`src/rtl/bpfcap_pkg.sv`:
```
// Shared types and default widths for the bpfcap capture path
// (rd_ctrl, wr_ctrl, avmm_burst_arbiter).
package bpfcap_pkg;

    localparam int DEF_ADDR_W   = 32;
    localparam int DEF_DATA_W   = 32;
    localparam int DEF_BURST_W  = 16;
    localparam int DEF_MAX_PEND = 64;

    typedef enum logic [1:0] {
        IDLE     = 2'd0,
        RD_CMD   = 2'd1,
        WR_BURST = 2'd2
    } arb_state_t;

    typedef enum logic {
        LG_C0 = 1'b0,
        LG_C1 = 1'b1
    } client_t;

endpackage

```
`src/rtl/avmm_burst_arbiter.sv`:
```
// Burst-atomic round-robin arbiter sharing one Avalon-MM host between the
// read-only packet reader (C0) and the write-only capture writer (C1).
module avmm_burst_arbiter
    import bpfcap_pkg::*;
#(
    parameter int ADDR_W   = DEF_ADDR_W,
    parameter int DATA_W   = DEF_DATA_W,
    parameter int BURST_W  = DEF_BURST_W,
    parameter int MAX_PEND = DEF_MAX_PEND
) (
    input  logic                             clk,
    input  logic                             reset,

    input  logic [ADDR_W-1:0]                c0_address,
    input  logic                             c0_read,
    input  logic [BURST_W-1:0]               c0_burstcount,
    output logic                             c0_waitrequest,
    output logic [DATA_W-1:0]                c0_readdata,
    output logic                             c0_readdatavalid,

    input  logic [ADDR_W-1:0]                c1_address,
    input  logic                             c1_write,
    input  logic [DATA_W-1:0]                c1_writedata,
    input  logic [BURST_W-1:0]               c1_burstcount,
    output logic                             c1_waitrequest,

    output logic [ADDR_W-1:0]                h_address,
    output logic                             h_read,
    output logic                             h_write,
    output logic [DATA_W-1:0]                h_writedata,
    output logic [BURST_W-1:0]               h_burstcount,
    input  logic [DATA_W-1:0]                h_readdata,
    input  logic                             h_readdatavalid,
    input  logic                             h_waitrequest,

    output logic [1:0]                       grant,
    output logic [$clog2(MAX_PEND+1)-1:0]    pend_beats
);

    localparam int PEND_W = $clog2(MAX_PEND + 1);
    localparam int CMP_W  = ((PEND_W > BURST_W) ? PEND_W : BURST_W) + 1;

    arb_state_t          state_q;
    client_t             last_grant_q;
    logic [1:0]          grant_q;
    logic [BURST_W-1:0]  beats_q;
    logic [PEND_W-1:0]   pend_q;
    logic [PEND_W-1:0]   pend_d;
    logic [CMP_W-1:0]    pend_sum;

    logic [BURST_W-1:0]  bc0_eff;
    logic [BURST_W-1:0]  bc1_eff;
    logic                rd_fits;
    logic                el0;
    logic                el1;
    logic                pick_c0;
    logic                rd_acc;
    logic                wr_acc;
    logic                rd_ret;

    // A zero burstcount is not legal on the host side, so it becomes one beat.
    assign bc0_eff = (c0_burstcount == '0) ? BURST_W'(1) : c0_burstcount;
    assign bc1_eff = (c1_burstcount == '0) ? BURST_W'(1) : c1_burstcount;

    assign rd_fits = (CMP_W'(pend_q) + CMP_W'(bc0_eff)) <= CMP_W'(MAX_PEND);
    assign el0     = c0_read & rd_fits;
    assign el1     = c1_write;
    assign pick_c0 = el0 & (~el1 | (last_grant_q == LG_C1));

    assign rd_acc  = (state_q == RD_CMD)   & c0_read  & ~h_waitrequest;
    assign wr_acc  = (state_q == WR_BURST) & c1_write & ~h_waitrequest;
    // Beats with nothing outstanding (e.g. in flight across a reset) are not counted.
    assign rd_ret  = h_readdatavalid & (pend_q != '0);

    always_comb begin
        pend_sum = CMP_W'(pend_q);
        if (rd_acc) pend_sum = pend_sum + CMP_W'(bc0_eff);
        if (rd_ret) pend_sum = pend_sum - CMP_W'(1);
        pend_d = PEND_W'(pend_sum);
    end

    always_ff @(posedge clk or negedge reset) begin
        if (!reset) begin
            state_q      <= IDLE;
            last_grant_q <= LG_C1;
            grant_q      <= 2'b00;
            beats_q      <= '0;
            pend_q       <= '0;
        end else begin
            pend_q <= pend_d;
            case (state_q)
                IDLE: begin
                    if (pick_c0) begin
                        state_q      <= RD_CMD;
                        grant_q      <= 2'b01;
                        last_grant_q <= LG_C0;
                    end else if (el1) begin
                        state_q      <= WR_BURST;
                        grant_q      <= 2'b10;
                        last_grant_q <= LG_C1;
                        beats_q      <= bc1_eff;
                    end
                end
                RD_CMD: begin
                    if (rd_acc) begin
                        state_q <= IDLE;
                        grant_q <= 2'b00;
                    end
                end
                WR_BURST: begin
                    // Grant is held through c1_write gaps until the last beat lands.
                    if (wr_acc) begin
                        beats_q <= beats_q - BURST_W'(1);
                        if (beats_q == BURST_W'(1)) begin
                            state_q <= IDLE;
                            grant_q <= 2'b00;
                        end
                    end
                end
                default: begin
                    state_q <= IDLE;
                    grant_q <= 2'b00;
                end
            endcase
        end
    end

    // Host command is a mux of the granted client, selected by registered state only.
    always_comb begin
        h_address      = '0;
        h_read         = 1'b0;
        h_write        = 1'b0;
        h_writedata    = '0;
        h_burstcount   = '0;
        c0_waitrequest = 1'b1;
        c1_waitrequest = 1'b1;
        case (state_q)
            RD_CMD: begin
                h_address      = c0_address;
                h_read         = c0_read;
                h_burstcount   = bc0_eff;
                c0_waitrequest = h_waitrequest;
            end
            WR_BURST: begin
                h_address      = c1_address;
                h_write        = c1_write;
                h_writedata    = c1_writedata;
                h_burstcount   = bc1_eff;
                c1_waitrequest = h_waitrequest;
            end
            default: begin
                h_read  = 1'b0;
                h_write = 1'b0;
            end
        endcase
    end

    assign c0_readdata      = h_readdata;
    assign c0_readdatavalid = h_readdatavalid;
    assign grant            = grant_q;
    assign pend_beats       = pend_q;

endmodule

```
`config.mk`:
```
export PLATFORM = sky130hd
export DESIGN_NAME = avmm_burst_arbiter
export DESIGN_NICKNAME = d
export VERILOG_FILES = /design/src/rtl/bpfcap_pkg.sv /design/src/rtl/avmm_burst_arbiter.sv
export SDC_FILE = /design/constraint.sdc
export NUM_CORES = 1
export LEC_CHECK = 0
export CORE_AREA = 2 2 114 116
export DETAILED_ROUTE_END_ITERATION = 8
export DIE_AREA = 0 0 116 118
export PLACE_DENSITY = 0.8
export SKIP_CTS_REPAIR_TIMING = 1
export SLEW_MARGIN = 15
export SYNTH_ARGS = -nofsm -noshare
export SYNTH_HDL_FRONTEND = slang
export SYNTH_SLANG_ARGS = --single-unit
```
`constraint.sdc`:
```
create_clock -name clk -period 4.5 [get_ports clk]
set_clock_uncertainty 0.15 [all_clocks]
set_input_delay 0.675 -clock clk [delete_from_list [all_inputs] [get_ports clk]]
set_output_delay 0.675 -clock clk [all_outputs]
set_load 0.05 [all_outputs]
```
=== After elaboration in Yosys (flattened, before gate mapping) ===
Index checks and enable logic that the tools add are counted.

* Magnitude comparators: 1
* Muxes and demuxes: 23
* Equal/unequal tests: 9
* $add $sub $neg: 3
* Reduce and logical (&&, ||, !) cells: 9
* Bitwise gates (word level): 10

{| class="wikitable"
|+ Operator list
! kind !! count
|-
| two-way mux 16 bit || 5
|-
| case mux 16 bit (2 select lines) || 2
|-
| case mux 32 bit (2 select lines) || 1
|-
| zero test 16 bit || 2
|-
| two-way mux 32 bit || 1
|-
| adder 7 x 16 -> 17 bit || 1
|-
| less-or-equal comparator 17 x 7 -> 1 bit, second input constant || 1
|-
| == test 16 x 1 -> 1 bit, second input constant || 1
|-
| subtractor 16 x 1 -> 16 bit, second input constant || 1
|-
| two-way mux 7 bit || 2
|-
| two-way mux 2 bit || 5
|-
| inequality test 2 bit, second input constant || 4
|-
| AND reduction 4 bit || 2
|-
| AND 1 bit || 7
|-
| nonzero test 7 bit || 1
|-
| subtractor 7 x 1 -> 7 bit, second input constant || 1
|-
| two-way mux 1 bit || 6
|-
| case mux 2 bit (3 select lines) || 1
|-
| nonzero test 2 bit || 2
|-
| inequality test 3 bit, second input constant || 1
|-
| == test 2 x 1 -> 1 bit, second input constant || 1
|-
| == test 2 bit, second input constant || 1
|-
| zero test 2 bit || 1
|-
| inequality test 2 x 1 -> 1 bit, second input constant || 1
|-
| other kinds (3) || 4
|}

* Input port bits: 166
* Register bits: 26
* Output and inout port bits: 126
* Logic and storage cells: 59

=== Longest topological paths before layout ===
* Depth after elaboration: 8
* Mapped depth: 14

=== Worst setup path after synthesis ===
No wires, ideal clock.

* Kind: input to register
* From: in c0_burstcount[10]
* To: reg beats_q[0]
* Data required time: 4.271 ns
* Slack: 0.321 ns
* Stages on the path: 14
* Arrival: 3.950 ns
* Setup time: 0.079 ns
* Cell sequence: or4_1 or4_1 o21bai_1 ha_1 fa_1 a211oi_2 nor2_1 xor2_1 o41ai_2 o2111ai_2 or4b_4 nand2_4 buf_12 mux2i_1

* Word-level cells in the longest chain between the ends: 8

{| class="wikitable"
|+ RTL lines
! element !! RTL line !! source
|-
| from (decl) || avmm_burst_arbiter.sv:16 || <nowiki>input logic [BURST_W-1:0] c0_burstcount,</nowiki>
|-
| zero test 16 bit || avmm_burst_arbiter.sv:62 || <nowiki>assign bc0_eff = (c0_burstcount == '0) ? BURST_W'(1) : c0_burstcount;</nowiki>
|-
| two-way mux 16 bit (*) || avmm_burst_arbiter.sv:62 ||
|-
| adder 7 x 16 -> 17 bit (*) || -- ||
|-
| less-or-equal comparator 17 x 7 -> 1 bit (*) || avmm_burst_arbiter.sv:65 || <nowiki>assign rd_fits = (CMP_W'(pend_q) + CMP_W'(bc0_eff)) <= CMP_W'(MAX_PEND);</nowiki>
|-
| AND 1 bit (*) || avmm_burst_arbiter.sv:66 || <nowiki>assign el0 = c0_read & rd_fits;</nowiki>
|-
| AND 1 bit (*) || avmm_burst_arbiter.sv:68 || <nowiki>assign pick_c0 = el0 & (~el1 | (last_grant_q == LG_C1));</nowiki>
|-
| inequality test 2 bit (no line) (*) || -- ||
|-
| AND reduction 4 bit (no line) (*) || -- ||
|-
| to (signal assigned) || avmm_burst_arbiter.sv:113 || <nowiki>beats_q <= beats_q - BURST_W'(1);</nowiki>
|-
| to (decl) || avmm_burst_arbiter.sv:46 || <nowiki>logic [BURST_W-1:0] beats_q;</nowiki>
|}

Every way passes the cells marked *; elsewhere a longest branch is shown, timed or not.
A chain may end at the register's enable or synchronous reset.

=== Final worst setup path ===
* From: in c0_burstcount[15]
* To: reg beats_q[15]

Same word-level chain as after synthesis.

==> out/qor.csv <==
stage,metric,value,unit
flow_run,drv_cap,0,
synthesis,synth-xor-area-share,0.0237,
pwr,leakagePower,0.00240,uW
synthesis,synthSimpleGateAreaFrac,0.315,
route,drc,0,
synthesis,yosysUniqueCellTypes,69,
pwr,clockPowerShare,0.062,
synthesis,synth-seq-area-share,0.176,
placed_design,dp_hpwl,13.4,mm
synthesis,synth-compound-area-share,0.264,
clocking,clkSinkCount,26,
clocking,cts_root_buffer,clkbuf_16,
sta,grt_setup_unrepaired,no,
pwr,ir_worst_vdd,0.360,mV
synthesis,async_flop_share,1.00,
sta,fin_hold_ws,0.379,ns
finish,diodes,0,
setup_path,cp_data_arrival_time,4.40,ns
die,io_pins,292,
outcome,status,finished clean,
setup_path,reg2regPathDepth,13,
global_route,grt_pass1_wl,24.8,mm
die,rows,41,
route,postRouteAntennaNets,0,
global_route,grt_pass1_vias,4424,
synthesis,synthMuxAreaShare,0.0304,
placed_design,gp_congestion,0.897,
placed_design,port_buffers,227,
synthesis,avgSynthCellArea,7.69,sq um
synthesis,synth_top_family_by_area,simple AND/OR/NAND/NOR gates,
min_path,min-delay-path-class,register to register,
route,wire_per_inst,20.0,microns
setup_path,r2r_setup_slack,0.99,ns
setup_path,end_kind,register,
route,drt-total-wl,17.1,mm
finish,regArea,652,sq um
clocking,clockBufferDepth,2,
die,die_y,118,microns
synthesis,synth_warnings,0,
synthesis,synthFlopType,dfrtp_1,
sta,finalCriticalPeriod,4.34,ns
clocking,h-tree-depth,1,
finish,nFillCells,1191,
sta,worstMarginPinSlew,1.05,ns
clocking,clkTransAtPathRegs,0.07,ns
pwr,comb_power_share,0.799,
min_path,worstHoldPathCells,2,
clocking,cts_inserted_buffers,3,
global_route,grt_max_degree,110,
pwr,power,3580,uW
clocking,clock_latency,0.27,ns
sta,hold_viol_final,0,
route,first_pass_iters,5,
sta,fmax,230,MHz
global_route,track_usage,0.231,
sta,setup_violations,0,
sta,max_slew_margin,0.302,
finish,multi_input_area,2600,sq um
sta,slew_violations,0,
route,num_vias,4554,
pwr,p_per_area,576,nW/um^2
finish,area_growth,68.0,%
finish,fin_nets,862,
sta,finalCritPeriodShare,0.965,
route,drtIter0Drc,351,
setup_path,worstPathRequired,4.56,ns
setup_path,r2r_start,pend_beats[0]$_DFF_PN0_,
synthesis,synthAdderAreaFrac,0.0494,
route,viasPerCell,5.34,
global_route,grt_overflow_total,0,
pwr,pwr-share-seq,0.139,
min_path,hp-start,last_grant_q$_DFFE_PN1P_,
die,core,12400,sq um
global_route,antenna_found_initial,0,
synthesis,ys_ff_latch,26,
clocking,cts_tree,yes,
pwr,p_sw,1990,uW
synthesis,synth-edff-count,0,
setup_path,rr_endpoint,beats_q[5]$_DFFE_PN0P_,
finish,drive_gt1_frac,0.110,
synthesis,synth_cells,481,
setup_path,worstPathMaxFanout,5,
die,initial_core_util,0.298,
setup_path,crit_start,c0_burstcount[15],
setup_path,start_kind,primary input,
pwr,switching_share,0.556,
setup_path,crit_type,primary input to register,
synthesis,synth_area,3700,sq um
die,dieWidth,116,microns
min_path,whs_endpoint,last_grant_q$_DFFE_PN1P_,
pwr,p_int,1590,uW
synthesis,syn_nets,661,
die,fp.dieArea,13700,sq um
worst max-delay path, stage by stage:
cell	delay, ns
clkdlybuf4s50_1	0.42
or2_2	0.33
or4_4	0.44
o21bai_4	0.19
ha_4	0.17
fa_1	0.43
nor2_1	0.10
nand2_1	0.08
o41ai_2	0.35
o2111ai_2	0.23
or4b_4	0.61
nand2_8	0.12
buf_4	0.15
a211o_1	0.12
cell usage in the layout (no fill, tap or decap), drive strengths merged, types with 9 or more instances in the layout:
master / instances
dfrtp: 25
nand2: 27
o21ai: 13
mux2i: 9
nor3: 16
buf: 40
clkdlybuf4s50: 222
ha: 13
nor4: 12
inv: 22
a22oi: 49
nand3: 15
nor2: 15
nand2b: 10
a21oi: 13
nor2b: 49
and2: 35
a211o: 9
o41ai: 10
worst max-delay path by stage:
stage / slack, ns / cells past startpoint / end
final: 0.16 / 14 / beats_q[15]$_DFFE_PN0P_
after global routing: 0.03 / 13 / beats_q[6]$_DFFE_PN0P_
after CTS: -0.13 / 14 / beats_q[6]$_DFFE_PN0P_
after detailed placement: -0.39 / 14 / beats_q[11]$_DFFE_PN0P_
after global placement: -0.33 / 14 / beats_q[13]$_DFFE_PN0P_
after floorplan: 0.32 / 14 / beats_q[0]$_DFFE_PN0P_
sequential cells by signal, indices dropped and copies added, names as in the netlist:
signal	count
beats_q	16
last_grant_q	1
grant	2
pend_beats	7
synth_stat cells (all sizes together) (3+ instances only):
cell | count | area share
a22oi | 49 | 0.099
nor2b | 49 | 0.083
buf | 37 | 0.080
and2 | 35 | 0.059
clkbuf | 33 | 0.036
nand2 | 26 | 0.028
dfrtp | 25 | 0.17
inv | 22 | 0.022
nor3 | 16 | 0.025
nand3 | 15 | 0.022
nor2 | 15 | 0.015
a21oi | 13 | 0.018
ha | 13 | 0.044
o21ai | 13 | 0.018
nor4 | 12 | 0.020
nand2b | 10 | 0.017
o41ai | 10 | 0.028
a211o | 9 | 0.022
mux2i | 9 | 0.024
o211ai | 5 | 0.010
xnor2 | 5 | 0.012
xor2 | 5 | 0.012
nand3b | 4 | 0.0081
or4 | 4 | 0.0081
a211oi | 3 | 0.0074
nand4 | 3 | 0.0051
or2 | 3 | 0.0051
routing by layer:
| metal | up-vias | wire length [microns] | track usage |
|---|---|---|---|
| li1 | 2115 | - | - |
| met5 | - | 0 | 0 |
| met2 | 244 | 8050 | 0.375 |
| met1 | 2169 | 6640 | 0.287 |
| met4 | 0 | 320 | 0.0424 |
| met3 | 26 | 2040 | 0.0963 |
stage by stage:
stage / cells / setup TNS [ns] / worst slack (ns) / utilization / instance area (sq um)
after detailed placement: 845 / -5.70 / -0.386 / 0.486 / 6030
after global routing: 853 / 0 / 0.0301 / 0.501 / 6220
after global placement: 845 / -4.55 / -0.325 / 0.486 / 6030
after floorplan: 481 / 0 / 0.321 / - / 3700
final: 853 / 0 / 0.158 / 0.501 / 6220
after CTS: 849 / -1.62 / -0.134 / 0.493 / 6120
area by class of cell:
class / instances / area share
multi-input combinational: 363 / 0.418
timing repair buffer: 266 / 0.415
sequential: 26 / 0.105
tap: 172 / 0.0346
clock buffer: 4 / 0.0143
inverter: 22 / 0.0133
power groups by stage:
stage	Sequential [uW]	Clock [uW]	Combinational, uW
2_1_floorplan	568	0	1890
3_3_place_gp	484	0	2780
3_5_place_dp	494	0	2820
4_1_cts	491	223	2840
5_1_grt	514	234	3040
6_report	499	221	2860
kinds of logic after synthesis:
family / count (synthesis)
fa+ha+maj: 14
flops: 26
simple gates: 200
buf+inv: 93
mux: 11
compound gates: 127
xor+xnor: 10
Power figures use the tool's default switching activity.
